--- config.mk ---
export PLATFORM = sky130hd
export DESIGN_NAME = sub_kgp_pipe
export DESIGN_NICKNAME = d
export VERILOG_FILES = /design/src/rtl/sub_kgp_pipe.sv
export SDC_FILE = /design/constraint.sdc
export NUM_CORES = 1
export LEC_CHECK = 0
export CELL_PAD_IN_SITES_DETAIL_PLACEMENT = 0
export CELL_PAD_IN_SITES_GLOBAL_PLACEMENT = 1
export CORE_MARGIN = 1.5
export CORE_UTILIZATION = 37
export DETAILED_ROUTE_END_ITERATION = 8
export MAX_ROUTING_LAYER = met4
export PLACE_DENSITY_LB_ADDON = 0.1
export SKIP_CTS_REPAIR_TIMING = 1
export SYNTH_ARGS = -nofsm -noshare
export SYNTH_HDL_FRONTEND = slang
export SYNTH_SLANG_ARGS = --single-unit
--- constraint.sdc ---
create_clock -name clk -period 4.35 [get_ports clk]
set_clock_uncertainty 0.2 [all_clocks]
set_input_delay 0.435 -clock clk [delete_from_list [all_inputs] [get_ports clk]]
set_output_delay 0.435 -clock clk [all_outputs]
set_load 0.02 [all_outputs]
--- src/rtl/sub_kgp_pipe.sv ---
// Two-stage pipelined subtractor: diff = a + ~b + 1 via a KGP carry chain seeded with GENERATE.
// The chain is split at WIDTH/2; valid/ready handshake with full backpressure, no skid buffer.
module sub_kgp_pipe #(
   parameter int WIDTH = 64
) (
   input  logic             clk,
   input  logic             rst_n,
   input  logic             in_valid,
   output logic             in_ready,
   input  logic [WIDTH-1:0] a,
   input  logic [WIDTH-1:0] b,
   output logic             out_valid,
   input  logic             out_ready,
   output logic [WIDTH-1:0] diff,
   output logic             borrow,
   output logic             ovf,
   output logic             zero
);

   localparam int HALF = WIDTH / 2;
   localparam logic [1:0] KGP_GENERATE = 2'b11;

   // Ripples a carry status through one half; returns {final status, sum bits}.
   // Equal bits kill (00) or generate (11) and override; unequal bits propagate.
   function automatic logic [HALF+1:0] kgp_chain(input logic [HALF-1:0] x,
                                                 input logic [HALF-1:0] y,
                                                 input logic [1:0]      seed);
      logic [1:0]      status;
      logic [HALF-1:0] sum;
      status = seed;
      sum    = '0;
      for (int i = 0; i < HALF; i++) begin
         sum[i] = x[i] ^ y[i] ^ (status == KGP_GENERATE);
         if (x[i] == y[i]) status = {x[i], y[i]};
      end
      return {status, sum};
   endfunction

   logic            s1_valid;
   logic [HALF-1:0] s1_a_hi;
   logic [HALF-1:0] s1_nb_hi;
   logic [HALF-1:0] s1_sum_lo;
   logic [1:0]      s1_mid;

   logic             advance;
   logic [HALF+1:0]  lo_res;
   logic [HALF+1:0]  hi_res;
   logic [WIDTH-1:0] diff_next;
   logic             cout_next;
   logic             ovf_next;

   assign advance  = ~out_valid | out_ready;
   assign in_ready = ~s1_valid | advance;

   always_comb begin
      lo_res    = kgp_chain(a[HALF-1:0], ~b[HALF-1:0], KGP_GENERATE);
      hi_res    = kgp_chain(s1_a_hi, s1_nb_hi, s1_mid);
      diff_next = {hi_res[HALF-1:0], s1_sum_lo};
      cout_next = (hi_res[HALF+1:HALF] == KGP_GENERATE);
      // Operand signs differ exactly when a's MSB equals the inverted b MSB.
      ovf_next  = (s1_a_hi[HALF-1] == s1_nb_hi[HALF-1]) &&
                  (diff_next[WIDTH-1] != s1_a_hi[HALF-1]);
   end

   always_ff @(posedge clk) begin
      if (!rst_n) begin
         s1_valid  <= 1'b0;
         s1_a_hi   <= '0;
         s1_nb_hi  <= '0;
         s1_sum_lo <= '0;
         s1_mid    <= '0;
         out_valid <= 1'b0;
         diff      <= '0;
         borrow    <= 1'b0;
         ovf       <= 1'b0;
         zero      <= 1'b0;
      end else begin
         if (in_ready) begin
            s1_valid <= in_valid;
            if (in_valid) begin
               s1_a_hi   <= a[WIDTH-1:HALF];
               s1_nb_hi  <= ~b[WIDTH-1:HALF];
               s1_sum_lo <= lo_res[HALF-1:0];
               s1_mid    <= lo_res[HALF+1:HALF];
            end
         end
         // A bubble clears out_valid but leaves the stale result fields in place.
         if (advance) begin
            out_valid <= s1_valid;
            if (s1_valid) begin
               diff   <= diff_next;
               borrow <= ~cout_next;
               ovf    <= ovf_next;
               zero   <= (diff_next == '0);
            end
         end
      end
   end

endmodule

==> results.ini, run 1 <==
[timing]
finalSetupViolCount=0
hold_viol=0
holdWs_ns=0.254
worst_slack_ns=0.181
fin_crit_sh_pct=95.8
fmax_mhz=240
tightest_slew_ns=1.10
slew_violations=0
fin_crit_ns=4.17
maxSlewHeadroom_pct=26.7

[die]
coreArea_mm2=0.0251
die_h_um=163
die-width_um=163
rows=58
start_util_pct=37.6
die_area_mm2=0.0265
io_pins=201

[critical_path]
worstReg2RegStart=s1_nb_hi[8]$_SDFFE_PN0P_
cp.arrival_ns=4.26
cp_slowest_stage_delay_ns=0.50
worst_setup_path_end_kind=register
cp_slowest_cell=a222oi_1
cp.buffers_inverters=0
critical_path.top_delay_family=compound AO/OA/AOI/OAI gates
worstPathCellList=or2_2 > a222oi_1 > a21oi_4 > o221ai_4 > a211oi_4 > o311a_4 > a2111oi_4 > o31ai_1 > a311oi_2 > a221oi_4 > maj3_2 > xnor2_1 > o21a_1 > nor2_1
cp-startpoint=s1_nb_hi[8]$_SDFFE_PN0P_
critical_path.max_fanout=4
crit_type=reg -> reg
worstSetupStartpointType=register
critPathRequiredTime_ns=4.44

[global_routing]
overflow=0
grt_max_degree=106
grt_usage_pct=20.8
grt_pass1_vias=8630
antenna_found_initial=0
grt_pass1_wl_um=42900

[pwr]
powerDensity_mw_per_mm2=332
power_switching_uw=1290
ir_drop_mv=0.264
switching_share_pct=30.1
pwr-share-comb_pct=22.6
pwr-share-clk_pct=36.7
p_leak_uw=0.00492
p_int_uw=2980
seq_power_share_pct=40.7

[clock_tree]
clk_latency_ns=0.43
clockBufferDepth=2
cts_root_buf=clkbuf_16
cts_tree=built
cts.sinks=167
path_clk_slew_ns=0.07
cts_buffers=17
htree_levels=4

[detailed_routing]
route.detailed.drc=0
vias=9030
routed_wl_um=26400
drt_iter0_drc=506
drtAntennaViolNets=0
vias_per_cell=5.00
post_drt_wl_per_cell_um=14.6
first_pass_iters=5

[synth]
ys_seq_area_share_pct=35.4
synth_seq_cells=167
yosysTopAreaCell=dfxtp_1
ys_warn_count=0
syn_inst=1244
synth_most_common_cell=nand2_1
synthTopCellsByArea=dfxtp_1 35%, nand2_1 9.4%, a21oi_1 6.9%
synth_cell_type_count=73
async_flop_share_pct=0
synth_common_cells=236 x nand2_1, 167 x dfxtp_1, 143 x nor2_1, 131 x a21oi_1, 71 x xnor2_1
synth-edff-count=0
syn_area_mm2=0.00944
synth_top_cell_area_share_pct=35.4
synth_ff_type=dfxtp_1
postSynthNetCount=1378
avgSynthCellArea_um2=7.59

[finish]
stdcell_area_mm2=0.0129
final_util_pct=51.2
layout.nets=1597
ff_latch_area_mm2=0.00335
multi_input_area_mm2=0.00582
diodes=0
drive_gt1_share_pct=10.2
nFillCells=2528
fin_cells=1806
syn2layout_area_growth_pct=36.1

[worst_hold_path]
min_path_type=reg -> reg
hold_path_startpoint=diff[9]$_SDFFE_PN0P_

[outcome]
status=finished clean

[place]
placed_cell_area_mm2=0.0121
gp_congestion=0.844
place_inst=1772
port_buffers=200
dp_hpwl_um=19400
dp_slack_ns=-0.405

[run]
maxCapViolations=0

==> worst paths after layout <==
kind	end	slack (ns)	cells past startpoint
worst max-delay path	diff[62]$_SDFFE_PN0P_	0.18	14
worst min-delay path	diff[9]$_SDFFE_PN0P_	0.25	2
worst max register to register	diff[62]$_SDFFE_PN0P_	0.18	14
worst min register to register	diff[9]$_SDFFE_PN0P_	0.25	2
==> routing by layer <==
metal	vias to the layer above	GRT usage (%)	routed length (µm)
met3	27	2.50	883
met5	-	-	0
met4	0	5.75	416
li1	4714	-	-
met2	168	34.3	12500
met1	4121	26.7	12600
==> through the flow <==
step	total power (µW)	TNS (ns)
floorplan	2310	0
global placement	2710	-0.885
detailed placement	2720	-1.50
CTS	4290	0
global route	4470	-0.0141
finish	4270	0
==> flip-flops by register name, indices dropped and copies added (netlist names) <==
signal     flops
diff          64
s1_a_hi       32
s1_nb_hi      32
s1_sum_lo     32
s1_mid         2
borrow         1
out_valid      1
ovf            1
s1_valid       1
zero           1
==> power by group through the flow <==
stage | Clock, µW | Sequential, µW | Combinational (µW)
6_report | 1570 | 1740 | 965
5_1_grt | 1650 | 1750 | 1070
4_1_cts | 1600 | 1730 | 958
3_5_place_dp | 0 | 1770 | 953
3_3_place_gp | 0 | 1770 | 946
2_1_floorplan | 0 | 1770 | 546
==> layout by cell type (no fill, tap or decap), types with 3 or more instances in the layout <==
master,instances
inv_1,39
o21bai_1,4
o21ai_0,28
and3_1,4
clkinv_4,3
o22ai_1,7
nor3_1,14
clkdlybuf4s50_1,200
o21ai_2,4
o21a_1,6
nand4_1,3
nor2b_1,23
dfxtp_2,4
and2_1,8
maj3_1,38
dfxtp_1,163
a211oi_1,60
nor2_1,143
or2_2,8
a21o_1,5
inv_6,5
nand3_1,12
nor4_1,10
o31ai_1,4
nand2_1,235
maj3_2,5
a31oi_1,9
inv_8,4
buf_4,66
nand2b_1,25
o211ai_1,8
xor2_1,32
or3_1,6
clkbuf_16,17
a21oi_1,131
xnor2_1,69
==> kinds of logic (layout without fill, tap and decap cells) <==
logic type | Yosys count | count (layout) | synth area share [%]
AND/OR/NAND/NOR | 504 | 504 | 23.2
AO/OA/AOI/OAI | 316 | 316 | 22.3
flip-flops | 167 | 167 | 35.4
buffers and inverters | 107 | 339 | 4.45
XOR/XNOR | 103 | 103 | 9.55
adder cells (fa/ha/maj) | 45 | 45 | 4.89
multiplexers | 2 | 2 | 0.212
==> cell type report <==
| cell class | count | share of cell area (%) |
|---|---|---|
| Multi-Input combinational cell | 970 | 45.2 |
| Sequential cell | 167 | 26.0 |
| Timing Repair Buffer | 267 | 19.6 |
| Clock buffer | 17 | 3.31 |
| Tap cell | 330 | 3.21 |
| Clock inverter | 15 | 1.42 |
| Inverter | 40 | 1.19 |
==> worst min-delay path, stage by stage (launching register included) <==
cell and delay (ns):
dfxtp_1 0.31, nand2_1 0.05, a21oi_1 0.05
No activity file was read; power rests on OpenSTA's default activity.
==> run 2, diff against run 1 <==
- SKIP_CTS_REPAIR_TIMING: 1 -> not set
==> results of run 2 <==
The final DEF is identical to that of run 1; final timing and power are the same.
